File: config.mk
export PLATFORM = sky130hd
export DESIGN_NAME = clock_strobe_gen
export DESIGN_NICKNAME = d
export VERILOG_FILES = /design/src/rtl/clock_strobe_gen.sv
export SDC_FILE = /design/constraint.sdc
export NUM_CORES = 1
export LEC_CHECK = 0
export ABC_CLOCK_PERIOD_IN_PS = 5600
export CORE_MARGIN = 4
export CORE_UTILIZATION = 25
export DETAILED_ROUTE_END_ITERATION = 8
export SYNTH_ARGS = -nofsm -noshare
export SYNTH_HDL_FRONTEND = slang
export SYNTH_SLANG_ARGS = --single-unit
File: constraint.sdc
create_clock -name clk_100m -period 5.6 [get_ports clk_100m]
set_input_delay 1.4 -clock clk_100m [delete_from_list [all_inputs] [get_ports clk_100m]]
set_output_delay 1.4 -clock clk_100m [all_outputs]
set_load 0.005 [all_outputs]
File: src/rtl/clock_strobe_gen.sv
// Phase-accumulator clock-enable strobes, gated by a synchronised MMCM lock/settle FSM.
// Latency: stb is one cycle after the overflowing add. No backpressure: en only pauses phase, outside RUN all is zero.
module clock_strobe_gen #(
    parameter int CHANNELS  = 2,
    parameter int ACC_W     = 16,
    parameter int LOCK_WAIT = 1024
) (
    input  logic                      clk_100m,
    input  logic                      rst_n,
    input  logic                      mmcm_locked,
    input  logic [CHANNELS*ACC_W-1:0] inc,
    input  logic                      load,
    input  logic                      en,
    input  logic                      clr_lost,
    output logic [CHANNELS-1:0]       stb,
    output logic                      locked,
    output logic                      lock_lost
);

    localparam logic [1:0] ST_IDLE   = 2'd0;
    localparam logic [1:0] ST_WAIT   = 2'd1;
    localparam logic [1:0] ST_SETTLE = 2'd2;
    localparam logic [1:0] ST_RUN    = 2'd3;

    localparam int              CNT_W       = (LOCK_WAIT > 1) ? $clog2(LOCK_WAIT) : 1;
    localparam logic [CNT_W-1:0] SETTLE_INIT = CNT_W'(LOCK_WAIT - 1);

    logic                               lk_meta;
    logic                               lk_s;
    logic                               rst_rel;
    logic [1:0]                         state;
    logic [1:0]                         state_nxt;
    logic [CNT_W-1:0]                   cnt;
    logic [CNT_W-1:0]                   cnt_nxt;
    logic                               lost_evt;
    logic                               run_adv;
    logic [CHANNELS-1:0][ACC_W-1:0]     inc_q;
    logic [CHANNELS-1:0][ACC_W-1:0]     acc;
    logic [CHANNELS-1:0][ACC_W:0]       sum_w;

    always_ff @(posedge clk_100m or negedge rst_n) begin
        if (!rst_n) begin
            lk_meta <= 1'b0;
            lk_s    <= 1'b0;
        end else begin
            lk_meta <= mmcm_locked;
            lk_s    <= lk_meta;
        end
    end

    // One-cycle release flag so the FSM leaves IDLE on the second edge after rst_n rises.
    always_ff @(posedge clk_100m or negedge rst_n) begin
        if (!rst_n) begin
            rst_rel <= 1'b0;
        end else begin
            rst_rel <= 1'b1;
        end
    end

    always_comb begin
        state_nxt = state;
        cnt_nxt   = cnt;
        lost_evt  = 1'b0;
        case (state)
            ST_IDLE: begin
                if (rst_rel) begin
                    state_nxt = ST_WAIT;
                end
            end
            ST_WAIT: begin
                if (lk_s) begin
                    state_nxt = ST_SETTLE;
                    cnt_nxt   = SETTLE_INIT;
                end
            end
            ST_SETTLE: begin
                // Loss of lock beats counter expiry.
                if (!lk_s) begin
                    state_nxt = ST_WAIT;
                    lost_evt  = 1'b1;
                end else if (cnt == '0) begin
                    state_nxt = ST_RUN;
                end else begin
                    cnt_nxt = cnt - 1'b1;
                end
            end
            ST_RUN: begin
                if (!lk_s) begin
                    state_nxt = ST_WAIT;
                    lost_evt  = 1'b1;
                end
            end
            default: begin
                state_nxt = ST_IDLE;
            end
        endcase
    end

    always_ff @(posedge clk_100m or negedge rst_n) begin
        if (!rst_n) begin
            state <= ST_IDLE;
            cnt   <= '0;
        end else begin
            state <= state_nxt;
            cnt   <= cnt_nxt;
        end
    end

    always_ff @(posedge clk_100m or negedge rst_n) begin
        if (!rst_n) begin
            lock_lost <= 1'b0;
        end else if (lost_evt) begin
            lock_lost <= 1'b1;
        end else if (clr_lost) begin
            lock_lost <= 1'b0;
        end
    end

    assign locked = (state == ST_RUN);

    // Leaving RUN this edge counts as outside RUN, so stb is already low when locked drops.
    assign run_adv = (state == ST_RUN) && lk_s;

    always_ff @(posedge clk_100m or negedge rst_n) begin
        if (!rst_n) begin
            inc_q <= '0;
        end else if (load) begin
            for (int n = 0; n < CHANNELS; n++) begin
                inc_q[n] <= inc[n*ACC_W +: ACC_W];
            end
        end
    end

    always_comb begin
        for (int n = 0; n < CHANNELS; n++) begin
            sum_w[n] = {1'b0, acc[n]} + {1'b0, inc_q[n]};
        end
    end

    always_ff @(posedge clk_100m or negedge rst_n) begin
        if (!rst_n) begin
            acc <= '0;
            stb <= '0;
        end else begin
            for (int n = 0; n < CHANNELS; n++) begin
                if (run_adv) begin
                    if (en) begin
                        acc[n] <= sum_w[n][ACC_W-1:0];
                        stb[n] <= sum_w[n][ACC_W];
                    end else begin
                        stb[n] <= 1'b0;
                    end
                end else begin
                    acc[n] <= '0;
                    stb[n] <= 1'b0;
                end
            end
        end
    end

endmodule
==> metrics.yaml, run 1 <==
dieArea_sq_um: 21200
tns_ps: 0
ioPinCount: 42
vdd_ir_drop_max_uv: 144
synth_compound_area_share_pct: 18.3
overflow: 0
grt_pass1_vias: 3525
powerDensity_nw_per_um2: 287
period_needed_ps: 2980
status: "complete, no violations"
drt_iter0_markers: 200
worst_hold_slack_ps: 354
fmax_mhz: 336
grt_usage_pct: 10.3
start_kind: "flop"
cts-root-buf: "clkbuf_16"
start_util_pct: 25.4
synth_cell_type_count: 51
yosysMostFrequentCell: "dfrtp_1"
cts_hold_buf: 0
path_class: "reg -> out"
fillers: 1934
synth_top_area_share_pct: 43.3
clock_skew_ps: 8.36
synth-seq-cells: 82
maxCapViolations: 0
critPathRequiredTime_ps: 4200
relSlewSlack_pct: 37.4
io_buffers: 41
rsz0062_at_grt: "no"
leakage_nw: 2.47
cts_tree: "yes"
netlist_area_sq_um: 4740
async_reset_ff_share_pct: 100
die_y_um: 146
finish.net_count: 591
rows: 50
synth-adder-area-share_pct: 11.1
endpoint_kind: "primary output"
grt_max_degree: 64
critPathArrivalTime_ps: 1580
post-dp-hpwl_mm: 7.22
htreeDepth: 3
antenna_found_initial: 0
cts_made_buffers: 9
avgRoutedWirePerCell_um: 13.8
fp.dieW_um: 146
vias: 3604
coreArea_sq_um: 18700
finalSetupViolCount: 0
seq_area_frac_synth_pct: 43.3
synth.yosys.warnings: 0
place.gp.congestion: 0.829
pre_cts_slack_ps: 2280
synth.mux.area_fraction_pct: 7.12
drive_above_1_share_pct: 10.4
first_pass_iters: 4
diodes: 0
postCtsSetupBuffers: 0
drv_slew: 0
cts_buffer_depth: 2
min_path_type: "reg -> reg"
synth_flop_cell: "dfrtp_1"
synth_common_cells: "dfrtp_1 (82), nand2_1 (50), o21ai_0 (46)"
syn2layout_area_growth_pct: 20.1
path_max_fanout: 5
worstSkewPairLatency_ps: 340
hold_violations: 0
wirelength_mm: 10.4
synth_area_leader_cell: "dfrtp_1"
avgViaCountPerCell: 4.80
route.detailed.drc: 0
synth.avg_cell_area_sq_um: 9.94
synth_top_family_by_area: "compound AO/OA/AOI/OAI gates"
synthTopCellsByArea: "dfrtp_1 (43%), ha_1 (10%), mux2_2 (7.1%)"
grt_pass1_wl_mm: 17.8
synth_nets: 556
post_cts_resized: 0
synth_edf_count: 0
tightest_slew_ps: 936
detail-route-antenna-nets: 0
clkTransAtPathRegs_ps: 60
cts.sinks: 82
synthXorXnorAreaFrac_pct: 4.62
fin_crit_sh_pct: 53.2
synth_simple_gate_area_share_pct: 12.6
syn_inst: 477
setup_slack_ps: 2620
-- routing by layer --
metal | global-route usage, % | up-vias | part of all wire, %
met2 | 15.8 | 59 | 45
met5 | 0 | - | 0
met3 | 2.55 | 16 | 3.6
met1 | 13.8 | 1725 | 49
li1 | - | 1804 | -
met4 | 4.13 | 0 | 2.2
-- critical path, stage by stage (launching register included) --
cell             delay, ps
dfrtp_1                420
ha_1                   280
clkdlybuf4s50_1        540
-- cell usage in the layout, fill, tap and decap left out, types with 5 or more instances in the layout --
cell	instances
o21ai_0	46
ha_1	39
nor2_1	19
clkdlybuf4s50_1	39
nand2_1	50
or3_1	5
and3_1	7
nand3_1	14
clkbuf_16	9
o21a_1	6
a32o_1	5
dfrtp_1	82
a31oi_1	7
a21o_1	13
mux2_2	30
nor3_1	5
xor2_1	15
inv_1	18
a21oi_1	31
xnor2_1	10
nand4_1	5
-- through the flow --
step	total power, mW	std cells	cell area, sq um	util [%]
2_1_floorplan	0.905	477	4740	-
3_3_place_gp	1.01	735	5390	28.8
3_5_place_dp	1.01	735	5390	28.8
4_1_cts	1.67	751	5700	30.5
5_1_grt	1.74	751	5700	30.5
6_report	1.63	751	5700	30.5
-- area by class of cell --
type | instances | area [sq um] | area share (%)
sequential | 82 | 2050 | 36.0
tap | 234 | 293 | 5.14
multi-input combinational | 358 | 2550 | 44.8
clock buffer | 12 | 236 | 4.15
inverter | 18 | 67.6 | 1.19
timing repair buffer | 43 | 418 | 7.33
clock inverter | 4 | 76.3 | 1.34
-- where the power goes --
part / leakage (nW) / switching (mW) / internal, mW
registers: 1.01 / 0.0357 / 0.641
clock network: 0.147 / 0.245 / 0.392
logic: 1.31 / 0.173 / 0.148
-- worst paths after layout --
check                                   endpoint  cells after the start                 start  slack, ps
min in group asynchronous  inc_q[20]$_DFFE_PN0P_                      1                 rst_n        940
min                               lk_s$_DFF_PN0_                      0     lk_meta$_DFF_PN0_        350
max reg2reg                  acc[14]$_DFFE_PN0P_                      9    acc[0]$_DFFE_PN0P_       3180
min reg2reg                       lk_s$_DFF_PN0_                      0     lk_meta$_DFF_PN0_        350
max                                       locked                      2  state[0]$_DFFE_PN0P_       2620
max in group asynchronous     acc[7]$_DFFE_PN0P_                      2                 rst_n       3540
-- cells by family after synthesis --
| family | after synthesis |
|---|---|
| adders and majority gates | 41 |
| DFF | 82 |
| muxes | 30 |
| other | 1 |
| AOI/OAI and AO/OA | 138 |
| buffers and inverters | 37 |
| and+or+nand+nor | 123 |
| xor gates and xnor gates | 25 |
-- registers in the layout, indices dropped and copies added (netlist names) --
register and count:
acc 32, inc_q 32, cnt 10, state 2
stb 2, lk_meta 1, lk_s 1, lock_lost 1
rst_rel 1
Power figures use the tool's default switching activity.
==> run 2: changes to the inputs <==
ABC_CLOCK_PERIOD_IN_PS = 2700   (was 5600)
clock period = 2.7 ns   (was 5.6 ns; I/O delays follow)
==> run 2 against run 1 <==
  * Final area increased by 1.0%
  * Setup slack worse by 2300 ps
  * Flip-flop and latch count did not move
  * Non-clock buffer count increased by 4
  * Critical path type is now reg -> reg
==> metrics.yaml, run 2 (synthesis results as in run 1) <==
vdd_ir_drop_max_uv: 223  # was 144 uV
maxCapViolations: 0  # unchanged
period_needed_ps: 2340
setup_slack_ps: 356  # was 2620 ps
dp_cells: 739  # was 735
cp.depth: 9  # was 2
drv_slew: 0  # unchanged
leakage_nw: 2.51  # was 2.47 nW
final_common_cell: "dfrtp_1"  # unchanged
overflow: 0  # unchanged
worstSkewPairLatency_ps: 340  # about the same
critPathRequiredTime_ps: 2930  # was 4200 ps
post_cts_resized: 0  # unchanged
cts_tree: "yes"  # unchanged
path_common_cell: "o21ai_0"
final_cell_mix: "dfrtp_1 (82), nand2_1 (50), o21ai_0 (46), ha_1 (39), clkdlybuf4s50_1 (39)"  # unchanged
hold_violations: 0  # unchanged
wirelength_mm: 10.4  # about the same
reg_top3: "acc (32), inc_q (32), cnt (10)"  # unchanged
crit_path_top_delay_cell: "fa_1"  # was clkdlybuf4s50_1
pre_cts_slack_ps: 378  # was 2280 ps
avgViaCountPerCell: 4.77  # was 4.80
start_util_pct: 25.4  # unchanged
antenna_found_initial: 0  # unchanged
tns_ps: 0  # unchanged
fin_crit_sh_pct: 86.8
drive_above_1_share_pct: 11.7  # was 10.4%
cp-endpoint: "acc[14]$_DFFE_PN0P_"  # was locked
post-dp-hpwl_mm: 7.39  # was 7.22 mm
endpoint_kind: "flop"  # was primary output
path_class: "reg -> reg"  # was reg -> out
clkTransAtPathRegs_ps: 70  # was 60 ps
stdcell_count: 755  # was 751
cts-root-buf: "clkbuf_16"  # unchanged
tightest_slew_ps: 592  # was 936 ps
min_path_type: "in -> async"  # was reg -> reg
fmax_mhz: 427
grt_pass1_vias: 3606  # was 3525
fp.dieW_um: 146  # unchanged
grt_pass1_wl_mm: 17.9  # was 17.8 mm
die_y_um: 146  # unchanged
coreArea_sq_um: 18700  # unchanged
worst_hold_slack_ps: 209  # was 354 ps
path_cells: "ha_1 > inv_1 > fa_1 > or2b_2 > a21oi_2 > o21ai_0 > a21oi_1 > o21ai_0 > a32o_1"  # was ha_1 > clkdlybuf4s50_1
r2r_slack_ps: 360  # was 3180 ps
critPathMaxStageDelay_ps: 370  # was 540 ps
first_pass_iters: 4  # unchanged
reg2reg_from: "inc_q[0]$_DFFE_PN0P_"  # was acc[0]$_DFFE_PN0P_
detail-route-antenna-nets: 0  # unchanged
finish.net_count: 595  # was 591
r2r-end: "acc[14]$_DFFE_PN0P_"  # unchanged
grt_usage_pct: 10.2  # was 10.3%
rows: 50  # unchanged
io_buffers: 41  # unchanged
postLayoutCellArea_sq_um: 5760  # was 5700 sq um
path_max_fanout: 4  # was 5
cts_made_buffers: 9  # unchanged
relSlewSlack_pct: 60.5  # was 37.4%
start_kind: "flop"  # unchanged
cts.sinks: 82  # unchanged
postCtsSetupBuffers: 0  # unchanged
place.gp.congestion: 0.798  # was 0.829
critPathArrivalTime_ps: 2570  # was 1580 ps
cp.buffers_inverters: 1  # unchanged
cts_hold_buf: 0  # unchanged
utilization_pct: 30.8  # was 30.5%
fillers: 1897  # was 1934
p_total_mw: 3.44  # was 1.63 mW
diodes: 0  # unchanged
vias: 3604  # unchanged
avgRoutedWirePerCell_um: 13.8  # about the same
postPlaceCellArea_sq_um: 5430  # was 5390 sq um
ioPinCount: 42  # unchanged
clock_skew_ps: 9.72  # was 8.36 ps
rsz0062_at_grt: "no"  # unchanged
powerDensity_nw_per_um2: 598  # was 287 nW/um^2
worstSetupStartpoint: "inc_q[0]$_DFFE_PN0P_"  # was state[0]$_DFFE_PN0P_
route.detailed.drc: 0  # unchanged
cts_buffer_depth: 2  # unchanged
drt_iter0_markers: 195  # was 200
status: "complete, no violations"  # unchanged
grt_max_degree: 65  # was 64
htreeDepth: 3  # unchanged
dieArea_sq_um: 21200  # unchanged
cp_top_family: "compound AO/OA/AOI/OAI gates"  # was buffers and inverters
finalSetupViolCount: 0  # unchanged
rr_worst_depth: 9  # unchanged
syn2layout_area_growth_pct: 21.4  # was 20.1%
-- run 2: cell count changes in the layout (fill, tap and decap cells not counted), sizes merged --
cell and change:
clkinv +2, buf +4, clkbuf -2
-- run 2: cell type report --
type	instances	area, sq um	share of cell area, %
clock buffer	10	239	4.15
clock inverter	6	90.1	1.56
multi-input combinational	358	2550	44.4
timing repair buffer	47	460	8.00
sequential	82	2050	35.6
tap	234	293	5.09
inverter	18	67.6	1.17
-- run 2: worst min-delay path by stage --
stage	start	end	slack, ps	cells past startpoint
6_report	rst_n	inc_q[23]$_DFFE_PN0P_	210	1
5_1_grt	rst_n	inc_q[23]$_DFFE_PN0P_	220	1
4_1_cts	rst_n	inc_q[23]$_DFFE_PN0P_	210	1
3_5_place_dp	lk_meta$_DFF_PN0_	lk_s$_DFF_PN0_	340	0
3_3_place_gp	lk_meta$_DFF_PN0_	lk_s$_DFF_PN0_	330	0
2_1_floorplan	lk_meta$_DFF_PN0_	lk_s$_DFF_PN0_	330	0
-- run 2: metal layers --
| layer | track usage, % | up-vias | share of wire [%] |
|---|---|---|---|
| met4 | 4.27 | 0 | 2.3 |
| met2 | 15.8 | 46 | 45 |
| li1 | - | 1815 | - |
| met5 | 0 | - | 0 |
| met1 | 13.8 | 1730 | 49 |
| met3 | 2.18 | 13 | 3.2 |
-- run 2: power by group --
group	switching (mW)	internal, mW	leakage (nW)	total [mW]
clock	0.519	0.837	0.159	1.36
combinational	0.364	0.312	1.34	0.677
sequential	0.0791	1.33	1.01	1.41
total	0.962	2.48	2.51	3.44
==> run 3: changes to the inputs <==
ABC_CLOCK_PERIOD_IN_PS = not set   (was 2700)
==> results of run 3 <==
No change in the layout: final DEF, timing and power equal those of run 2.
